File: config.mk
export PLATFORM = sky130hd
export DESIGN_NAME = keypad_entry
export DESIGN_NICKNAME = d
export VERILOG_FILES = /design/src/rtl/keypad_pkg.sv /design/src/rtl/keypad_entry_scan.sv /design/src/rtl/keypad_entry.sv
export SDC_FILE = /design/constraint.sdc
export NUM_CORES = 1
export LEC_CHECK = 0
export CAP_MARGIN = 25
export CORE_UTILIZATION = 60
export DETAILED_ROUTE_END_ITERATION = 16
export DONT_BUFFER_PORTS = 1
export PLACE_DENSITY = 0.76
export SLEW_MARGIN = 20
export SYNTH_ARGS = -nofsm -noshare
export SYNTH_HDL_FRONTEND = slang
export SYNTH_SLANG_ARGS = --single-unit
export TNS_END_PERCENT = 10
File: constraint.sdc
create_clock -name clk -period 4.7 [get_ports clk]
set_input_delay 0.94 -clock clk [delete_from_list [all_inputs] [get_ports clk]]
set_output_delay 0.94 -clock clk [all_outputs]
set_load 0.02 [all_outputs]
File: src/rtl/keypad_pkg.sv
// Shared key codes and state encodings for the keypad entry block.
package keypad_pkg;

  localparam logic [3:0] KEY_DOT = 4'hA;
  localparam logic [3:0] KEY_NEG = 4'hB;
  localparam logic [3:0] KEY_CLR = 4'hC;
  localparam logic [3:0] KEY_BS  = 4'hD;
  localparam logic [3:0] KEY_ENT = 4'hE;

  typedef enum logic [1:0] {
    StReleased,
    StPressDeb,
    StHeld,
    StRelDeb
  } deb_state_e;

  typedef enum logic [1:0] {
    StEntry,
    StConv,
    StDone
  } entry_state_e;

endpackage

File: src/rtl/keypad_entry_scan.sv
// Keypad column scanner, per-frame key decode and press/release debouncer.
module key_scan
  import keypad_pkg::*;
#(
  parameter logic [15:0] SCAN_N = 16'd49_999,
  parameter logic [3:0]  DEB_N  = 4'd10
) (
  input  logic       clk,
  input  logic       rst,
  input  logic [3:0] row,
  output logic [3:0] col,
  output logic       key_evt,
  output logic [3:0] key_code
);

  logic [3:0]  row_s1_q, row_s2_q;
  logic [15:0] tick_q;
  logic [1:0]  ci_q;
  logic [1:0]  lows_q;  // saturating count of low rows seen so far this frame
  logic [3:0]  fcode_q;
  logic        tick_wrap, frame_done, frame_key;
  logic [2:0]  s_cnt, lows_tot;
  logic [1:0]  s_row, lows_sat;
  logic [3:0]  code_now;

  deb_state_e st_q, st_d;
  logic [3:0] cnt_q, cnt_d, code_q, code_d;
  logic       evt_q, evt_d;
  logic [4:0] cnt_inc;

  assign tick_wrap  = (tick_q == SCAN_N);
  assign frame_done = tick_wrap && (ci_q == 2'd3);
  assign col        = ~(4'b0001 << ci_q);

  always_comb begin
    s_cnt = 3'd0;
    s_row = 2'd0;
    for (int i = 0; i < 4; i++) begin
      if (!row_s2_q[i]) begin
        s_cnt = s_cnt + 3'd1;
        s_row = 2'(i);
      end
    end
    lows_tot  = {1'b0, lows_q} + s_cnt;
    lows_sat  = (lows_tot >= 3'd2) ? 2'd2 : lows_tot[1:0];
    frame_key = (lows_sat == 2'd1);
    code_now  = (s_cnt == 3'd1) ? {s_row, ci_q} : fcode_q;
  end

  always_ff @(posedge clk) begin
    if (rst) begin
      row_s1_q <= 4'hF;
      row_s2_q <= 4'hF;
      tick_q   <= '0;
      ci_q     <= '0;
      lows_q   <= '0;
      fcode_q  <= '0;
    end else begin
      row_s1_q <= row;
      row_s2_q <= row_s1_q;
      tick_q   <= tick_wrap ? '0 : tick_q + 16'd1;
      if (tick_wrap) begin
        ci_q <= ci_q + 2'd1;
        if (ci_q == 2'd3) begin
          lows_q  <= '0;
          fcode_q <= '0;
        end else begin
          lows_q  <= lows_sat;
          fcode_q <= code_now;
        end
      end
    end
  end

  assign cnt_inc = {1'b0, cnt_q} + 5'd1;

  always_comb begin
    st_d   = st_q;
    cnt_d  = cnt_q;
    code_d = code_q;
    evt_d  = 1'b0;
    if (frame_done) begin
      unique case (st_q)
        StReleased: begin
          if (frame_key) begin
            code_d = code_now;
            if (DEB_N <= 4'd1) begin
              st_d  = StHeld;
              evt_d = 1'b1;
            end else begin
              st_d  = StPressDeb;
              cnt_d = 4'd1;
            end
          end
        end
        StPressDeb: begin
          if (frame_key && (code_now == code_q)) begin
            if (cnt_inc >= {1'b0, DEB_N}) begin
              st_d  = StHeld;
              evt_d = 1'b1;
            end else begin
              cnt_d = cnt_inc[3:0];
            end
          end else begin
            st_d = StReleased;
          end
        end
        StHeld: begin
          if (!frame_key) begin
            if (DEB_N <= 4'd1) begin
              st_d = StReleased;
            end else begin
              st_d  = StRelDeb;
              cnt_d = 4'd1;
            end
          end
        end
        StRelDeb: begin
          if (frame_key) begin
            st_d = StHeld;
          end else if (cnt_inc >= {1'b0, DEB_N}) begin
            st_d = StReleased;
          end else begin
            cnt_d = cnt_inc[3:0];
          end
        end
        default: st_d = StReleased;
      endcase
    end
  end

  always_ff @(posedge clk) begin
    if (rst) begin
      st_q   <= StReleased;
      cnt_q  <= '0;
      code_q <= '0;
      evt_q  <= 1'b0;
    end else begin
      st_q   <= st_d;
      cnt_q  <= cnt_d;
      code_q <= code_d;
      evt_q  <= evt_d;
    end
  end

  assign key_evt  = evt_q;
  assign key_code = code_q;

endmodule

File: src/rtl/keypad_entry.sv
// Six-digit keypad entry: BCD buffer editing and serial BCD-to-binary commit.
module keypad_entry
  import keypad_pkg::*;
#(
  parameter logic [15:0] SCAN_N = 16'd49_999,
  parameter logic [3:0]  DEB_N  = 4'd10
) (
  input  logic        clk,
  input  logic        rst,
  input  logic [3:0]  row,
  output logic [3:0]  col,
  output logic [19:0] bin,
  output logic [5:0]  dot,
  output logic        neg,
  output logic        valid,
  output logic        busy
);

  logic       key_evt;
  logic [3:0] key_code;

  key_scan #(
    .SCAN_N(SCAN_N),
    .DEB_N (DEB_N)
  ) u_scan (
    .clk     (clk),
    .rst     (rst),
    .row     (row),
    .col     (col),
    .key_evt (key_evt),
    .key_code(key_code)
  );

  entry_state_e st_q, st_d;
  logic [23:0] d_q, d_d;
  logic [2:0]  cnt_q, cnt_d, idx_q, idx_d;
  logic [5:0]  pm_q, pm_d, dot_q, dot_d;
  logic        sg_q, sg_d, neg_q, neg_d, valid_q, valid_d;
  logic [19:0] acc_q, acc_d, bin_q, bin_d;

  always_comb begin
    st_d    = st_q;
    d_d     = d_q;
    cnt_d   = cnt_q;
    pm_d    = pm_q;
    sg_d    = sg_q;
    acc_d   = acc_q;
    idx_d   = idx_q;
    bin_d   = bin_q;
    dot_d   = dot_q;
    neg_d   = neg_q;
    valid_d = 1'b0;
    unique case (st_q)
      StEntry: begin
        if (key_evt) begin
          if (key_code <= 4'd9) begin
            if (cnt_q != 3'd6) begin
              d_d   = {d_q[19:0], key_code};
              pm_d  = {pm_q[4:0], 1'b0};
              cnt_d = cnt_q + 3'd1;
            end
          end else begin
            case (key_code)
              KEY_DOT: if ((cnt_q != 3'd0) && (pm_q == 6'd0)) pm_d = 6'b000001;
              KEY_NEG: sg_d = ~sg_q;
              KEY_CLR: begin
                d_d   = '0;
                pm_d  = '0;
                cnt_d = '0;
                sg_d  = 1'b0;
              end
              KEY_BS: begin
                if (cnt_q != 3'd0) begin
                  d_d   = {4'h0, d_q[23:4]};
                  pm_d  = {1'b0, pm_q[5:1]};
                  cnt_d = cnt_q - 3'd1;
                end
              end
              KEY_ENT: begin
                st_d  = StConv;
                acc_d = '0;
                idx_d = '0;
              end
              default: ;
            endcase
          end
        end
      end
      StConv: begin
        // The buffer is cleared after commit anyway, so consume it MSD-first by shifting.
        acc_d = (acc_q << 3) + (acc_q << 1) + {16'd0, d_q[23:20]};
        d_d   = {d_q[19:0], 4'h0};
        idx_d = idx_q + 3'd1;
        if (idx_q == 3'd5) st_d = StDone;
      end
      StDone: begin
        bin_d   = acc_q;
        dot_d   = pm_q;
        neg_d   = sg_q && (acc_q != 20'd0);
        valid_d = 1'b1;
        d_d     = '0;
        pm_d    = '0;
        cnt_d   = '0;
        sg_d    = 1'b0;
        st_d    = StEntry;
      end
      default: st_d = StEntry;
    endcase
  end

  always_ff @(posedge clk) begin
    if (rst) begin
      st_q    <= StEntry;
      d_q     <= '0;
      cnt_q   <= '0;
      pm_q    <= '0;
      sg_q    <= 1'b0;
      acc_q   <= '0;
      idx_q   <= '0;
      bin_q   <= '0;
      dot_q   <= '0;
      neg_q   <= 1'b0;
      valid_q <= 1'b0;
    end else begin
      st_q    <= st_d;
      d_q     <= d_d;
      cnt_q   <= cnt_d;
      pm_q    <= pm_d;
      sg_q    <= sg_d;
      acc_q   <= acc_d;
      idx_q   <= idx_d;
      bin_q   <= bin_d;
      dot_q   <= dot_d;
      neg_q   <= neg_d;
      valid_q <= valid_d;
    end
  end

  assign bin   = bin_q;
  assign dot   = dot_q;
  assign neg   = neg_q;
  assign valid = valid_q;
  assign busy  = (st_q == StConv);

endmodule

==> metrics, run 1 <==
CP endpoint kind=register; total overflow reported by the global router=0; layout cells sized above 1=8.26%; GP Congestion=0.883; Crit Reg-Reg Endpoint=u_scan.cnt_q[0]; DRC=0; antenna violations before repair=0; clock-pin slew on the worst setup and hold paths=0.05 ns; gr usage total=26.0%; Post-DP HPWL=9950 µm; setup TNS=0 ns; Post-Syn Instances=805; CTS buffer count=17; initial core utilization=61.5%; Die H=110 µm; vias in the first global route=5,395; reg2reg path depth=14; Relative slew margins=47.9%; Hold Vio Cnt, Final=0; first-pass GRT wire length=24,600 µm; minimum clock period=4.00 ns; crit-path max FO=10; FF-to-FF Start=u_scan.row_s2_q[1]; RSZ-0062 raised after global routing=no; Reg2Reg Setup Slack=0.70 ns; leading area contributor after synthesis=dfxtp_1; P_leak=3.04 nW; Hold Crit Depth=1; crit path DAT=4.36 ns; CTS tree=done; met3 routed WL=758 µm; Routed WL=15,000 µm; register area share after synthesis=37.1%; period utilization=85.1%; Avg Inst Size Synth=8.72 µm²; Top Layer Used=met4; Cell Area, Placed=0.00705 mm²; Final Cell Area=0.00762 mm²; Filler Cell Count=911; clock root cell=clkbuf_16; Post-synth ARST share=0%; number of port buffers=0; post-cts gate resize count=0; Worst-Margin Slew=0.782 ns; first drt pass iteration count=8; DIE AREA=0.0121 mm²; IO Pins=39; hold path startpoint=u_scan.row_s1_q[3]; status=finished, final reports clean; Reg area=0.00260 mm²; post-cts hold buffer count=0; Clock Latency Late Sink=0.42 ns; wire length on met2=7260 µm; worst hold path endpoint=u_scan.row_s2_q[3]; Worst Hold Class=reg -> reg; number of post-CTS setup repair buffers=0; # setup viols final=0; footprint of the multi-input gates=0.00414 mm²; top cell type's share of synthesized area=37.1%; clock sink count=130; Row Count=39; Yosys reg bits=130; max-slew violations=0; Post-Syn Area=0.00702 mm²; Vias=5,718; max-cap violation count=0; achievable frequency=250 MHz; Post-synth EDFFs=0; Die X-Extent=110 µm; ys flop type=dfxtp_1; CTS max path bufs=2; Starting DRT DRC Count=509; yosys warns=0; Nets=850; Core ar.=0.0114 mm²; most numerous cell in the Yosys netlist=dfxtp_1; Worst VDD drop=0.000331 V; PwrDens=343 mW/mm²; crit path kind=reg -> reg; Unique masters post-synth=69; top post-synthesis cells by area=dfxtp_1, ha_1, nor2_1; pin count of the biggest net entering global routing=125; vias per cell=6.07; htree depth=4; Area Growth Syn to Fin=8.46%; CP startpoint kind=register; CP required=5.06 ns; Routed met1 length=6690 µm; syn nets=869; Power Total=2.61 mW; top cells by count, synth=dfxtp_1, nor2_1, ha_1, nand2_1, a21oi_1; Layout Skew=0.00467 ns; Post-DRT Antenna Nets=0; DR WL/cell=15.9 µm; n_diodes=0
-- layout make-up --
class	instances	share of cell area [%]
Tap cell	143	2.35
Sequential cell	130	34.2
Clock inverter	10	0.772
Clock buffer	22	6.36
Inverter	28	1.38
Multi-Input combinational cell	604	54.3
Timing Repair Buffer	5	0.657
-- cell usage in the layout, fill, tap and decap left out, types with 5 or more instances in the layout --
cell         n
xnor2_1     21
nor3_1      30
a21oi_1     41
dfxtp_1    130
nor2b_1      9
xor2_1      11
nor2_1     111
and3_1      15
o21ai_0     20
inv_1       27
a221oi_1    17
a22oi_1     16
nand2b_1    15
nand3_1     21
o21a_1       5
nand3b_1     9
clkinv_2     7
clkbuf_16   17
mux2i_1     31
or2_2       11
ha_1        54
mux2_2       5
and2_1       5
nand2_1     48
a21o_1      12
or3_1       12
a211oi_1     6
nor4_1       8
-- flip-flops by register name (all words and copies together), names as in the netlist, 4 cells and up --
signal and flops:
u_scan.key_code 4, pm_q 6, d_q 24, u_scan.row_s1_q 4, acc_q 20, u_scan.cnt_q 4
u_scan.row_s2_q 4, u_scan.fcode_q 4, bin 20, dot 6, u_scan.tick_q 16
-- power by group --
group | internal [mW] | switching, mW
Combinational | 0.0870 | 0.148
Sequential | 1.15 | 0.0360
Clock | 0.722 | 0.472
Total | 1.96 | 0.656
-- cell families after synthesis --
group	synth area share, %
AO/OA/AOI/OAI	15.3
XOR/XNOR	4.31
adder cells (fa/ha/maj)	10.7
buffers and inverters	4.06
flip-flops	37.1
multiplexers	5.22
AND/OR/NAND/NOR	23.4
-- through the flow --
| stage | worst slack (ns) | cells | hold slack, ns | utilization, % |
|---|---|---|---|---|
| after floorplan | 0.983 | 805 | 0.389 | - |
| after global placement | 0.896 | 908 | 0.405 | 61.7 |
| after detailed placement | 0.728 | 908 | 0.394 | 61.7 |
| after CTS | 0.719 | 940 | 0.417 | 66.5 |
| after global routing | 0.512 | 942 | 0.426 | 66.7 |
| final | 0.701 | 942 | 0.413 | 66.7 |
-- metal layers --
| layer | GRT usage [%] | up-vias |
|---|---|---|
| met5 | 0 | - |
| met3 | 8.00 | 32 |
| met1 | 30.6 | 2709 |
| met4 | 11.1 | 0 |
| met2 | 43.9 | 134 |
| li1 | - | 2843 |
-- critical path, cell delays in order, from the launching register on --
cell     delay (ns)
dfxtp_1        0.34
inv_1          0.05
ha_1           0.41
xnor2_1        0.32
xor2_1         0.33
inv_1          0.14
ha_1           0.22
fa_1           0.40
xnor3_1        0.42
or2_2          0.34
xnor2_1        0.13
or3_1          0.32
o21a_1         0.16
mux2_2         0.28
nor2_2         0.07
-- how the worst max path moves through the flow --
stage                             startpoint              end  slack (ns)
final                     u_scan.row_s2_q[1]  u_scan.cnt_q[0]        0.70
after global routing      u_scan.row_s2_q[1]  u_scan.cnt_q[0]        0.51
after CTS                 u_scan.row_s2_q[1]  u_scan.cnt_q[0]        0.72
after detailed placement  u_scan.row_s2_q[0]  u_scan.cnt_q[0]        0.73
after global placement    u_scan.row_s2_q[1]  u_scan.cnt_q[0]        0.90
after floorplan           u_scan.row_s2_q[1]  u_scan.cnt_q[0]        0.98
Note: power is estimated with default switching activity, not from simulation.
==> run 2, diff against run 1 <==
==> constraint.sdc (replaced) <==
create_clock -name clk -period 4.7 [get_ports clk]
set_input_delay 0.94 -clock clk [delete_from_list [all_inputs] [get_ports clk]]
set_output_delay 0.94 -clock clk [all_outputs]
set_load 0.1 [all_outputs]
==> run 2 against run 1 <==
Utilization is 0.62 points higher. First-iteration DRC count down 12%. Maximum frequency shrank 1.9%. Design area up 0.94%. Worst hold slack worse by 0.0013 ns. Flip-flop and latch count did not move. Clock-buffer cell count rose by 1. Sequential power is essentially flat. Cell count increased by 0.11%. Via count increased by 0.79%. Critical path type unchanged. Largest cell class unchanged. Largest power group unchanged. Highest routed layer unchanged.
==> metrics, run 2 (synthesized netlist as in run 1, its figures left out) <==
status=finished, final reports clean (unchanged); Worst VDD drop=0.000468 V (was 0.000331 V); Starting DRT DRC Count=447 (was 509); DRC=0 (unchanged); Row Count=39 (unchanged); reg2reg path depth=14 (unchanged); # setup viols final=0 (unchanged); crit path DAT=4.43 ns (was 4.36 ns); Clock Latency Late Sink=0.42 ns (about the same); Reg2Reg Setup Slack=0.62 ns (was 0.70 ns); gr usage total=25.9% (was 26.0%); CP startpoint kind=register (unchanged); setup TNS=0 ns (unchanged); Core ar.=0.0114 mm² (unchanged); Layout Skew=0.00905 ns (was 0.00467 ns); pin count of the biggest net entering global routing=125 (unchanged); number of post-CTS setup repair buffers=0 (unchanged); Worst-Margin Slew=1.04 ns (was 0.782 ns); Relative slew margins=30.5% (was 47.9%); first-pass GRT wire length=24,500 µm (was 24,600 µm); CTS tree=done (unchanged); Die X-Extent=110 µm (unchanged); FF-to-FF Start=u_scan.row_s2_q[1] (unchanged); CP required=5.06 ns (about the same); Nets=851 (was 850); max-cap violation count=0 (unchanged); max-slew violations=0 (unchanged); PwrDens=362 mW/mm² (was 343 mW/mm²); antenna violations before repair=0 (unchanged); layout cells sized above 1=8.13% (was 8.26%); CTS buffer count=17 (unchanged); Routed WL=15,100 µm (was 15,000 µm); Top reg by flops=d_q (unchanged); Area Growth Syn to Fin=9.48% (was 8.46%); post-layout util=67.3% (was 66.7%); DIE AREA=0.0121 mm² (unchanged); htree depth=4 (unchanged); Worst Hold Class=reg -> reg (unchanged); initial core utilization=61.5% (unchanged); Post-DRT Antenna Nets=0 (unchanged); crit path kind=reg -> reg (unchanged); first drt pass iteration count=5 (was 8); post-cts gate resize count=0 (unchanged); DR WL/cell=16.0 µm (was 15.9 µm); setup ws final=0.624 ns (was 0.701 ns); clock root cell=clkbuf_16 (unchanged); post-cts hold buffer count=0 (unchanged); Vias=5,763 (was 5,718); CTS max path bufs=2 (unchanged); Hold Crit Depth=1 (unchanged); Crit Reg-Reg Endpoint=u_scan.cnt_q[0] (unchanged); number of port buffers=0 (unchanged); achievable frequency=245 MHz (was 250 MHz); P_leak=3.07 nW (was 3.04 nW); clock sink count=130 (unchanged); CP endpoint kind=register (unchanged); Largest register FFs=24 (unchanged); crit-path max FO=10 (unchanged); IO Pins=39 (unchanged); period utilization=86.7% (was 85.1%); most common cell after layout, fill and taps aside=dfxtp_1 (unchanged); n_diodes=0 (unchanged); vias in the first global route=5,277 (was 5,395); Die H=110 µm (unchanged); total overflow reported by the global router=0 (unchanged); GP Congestion=0.888 (was 0.883); vias per cell=6.11 (was 6.07); RSZ-0062 raised after global routing=no (unchanged); hold path startpoint=u_scan.row_s1_q[2] (was u_scan.row_s1_q[3]); Hold Vio Cnt, Final=0 (unchanged); most frequent cells in the layout=dfxtp_1, nor2_1, ha_1, nand2_1, a21oi_1 (unchanged); worst hold path endpoint=u_scan.row_s2_q[2] (was u_scan.row_s2_q[3]); Place WS=0.696 ns (was 0.728 ns); Post-DP HPWL=10,000 µm (was 9950 µm); minimum clock period=4.08 ns (was 4.00 ns); clock-pin slew on the worst setup and hold paths=0.05 ns (about the same)
[run 2: cell count changes in the layout (fill, tap and decap cells not counted)]
| cell | before | now |
|---|---|---|
| clkbuf_8 | 4 | 3 |
| clkbuf_1 | 1 | 3 |
| buf_4 | 4 | 5 |
| bufinv_16 | 0 | 3 |
| clkinv_2 | 7 | 3 |
[run 2: metrics by stage]
stage          power, mW  hold WS [ns]  std cells  instance area, µm²
2_1_floorplan       1.42         0.389        805                7020
3_3_place_gp        1.44         0.404        909                7050
3_5_place_dp        1.45         0.403        909                7050
4_1_cts             2.80         0.417        941                7660
5_1_grt             2.88         0.436        943                7690
6_report            2.78         0.412        943                7690
[run 2: worst max-delay path by stage]
stage	endpoint	cells after the start	startpoint	slack, ns
final	u_scan.cnt_q[0]	14	u_scan.row_s2_q[1]	0.62
after global placement	u_scan.cnt_q[0]	14	u_scan.row_s2_q[1]	0.89
after global routing	u_scan.cnt_q[0]	14	u_scan.row_s2_q[0]	0.40
after CTS	u_scan.cnt_q[0]	14	u_scan.row_s2_q[1]	0.65
after detailed placement	u_scan.cnt_q[0]	14	u_scan.row_s2_q[0]	0.70
after floorplan	u_scan.cnt_q[0]	16	u_scan.row_s2_q[1]	0.98
[run 2: power by group]
part | switching [mW] | internal, mW | total, mW | leakage, nW
logic | 0.163 | 0.0885 | 0.251 | 1.73
registers | 0.0356 | 1.15 | 1.18 | 1.05
clock network | 0.475 | 0.873 | 1.35 | 0.293
total | 0.673 | 2.11 | 2.78 | 3.07
[run 2: routing by layer]
metal | wire (µm) | global-route usage (%)
met1 | 6720 | 30.1
met2 | 7520 | 45.7
met3 | 701 | 7.82
met4 | 150 | 7.99
met5 | 0 | 0
[run 2: worst max-delay path: stages, from the launching register on]
cell and delay [ns]:
dfxtp_1 0.35, inv_1 0.05, ha_1 0.42, xnor2_1 0.32, xor2_1 0.34, inv_1 0.13, ha_1 0.21, fa_1 0.41
xnor3_1 0.41, or2_2 0.35, xnor2_1 0.14, or3_1 0.36, o21a_1 0.18, mux2_2 0.28, nor2_2 0.07
[run 2: cell type report]
cell class                      count  area [µm²]
Sequential cell                   130        2600
Multi-Input combinational cell    604        4140
Timing Repair Buffer                6        57.6
Clock inverter                      9         129
Inverter                           28         105
Tap cell                          143         179
Clock buffer                       23         478
Fill cell                         900        3730
==> run 3, diff against run 2 <==
Settings changed: SETUP_SLACK_MARGIN set to 0.2.
==> results of run 3 <==
Final layout, timing and power as in run 2 (identical DEF).
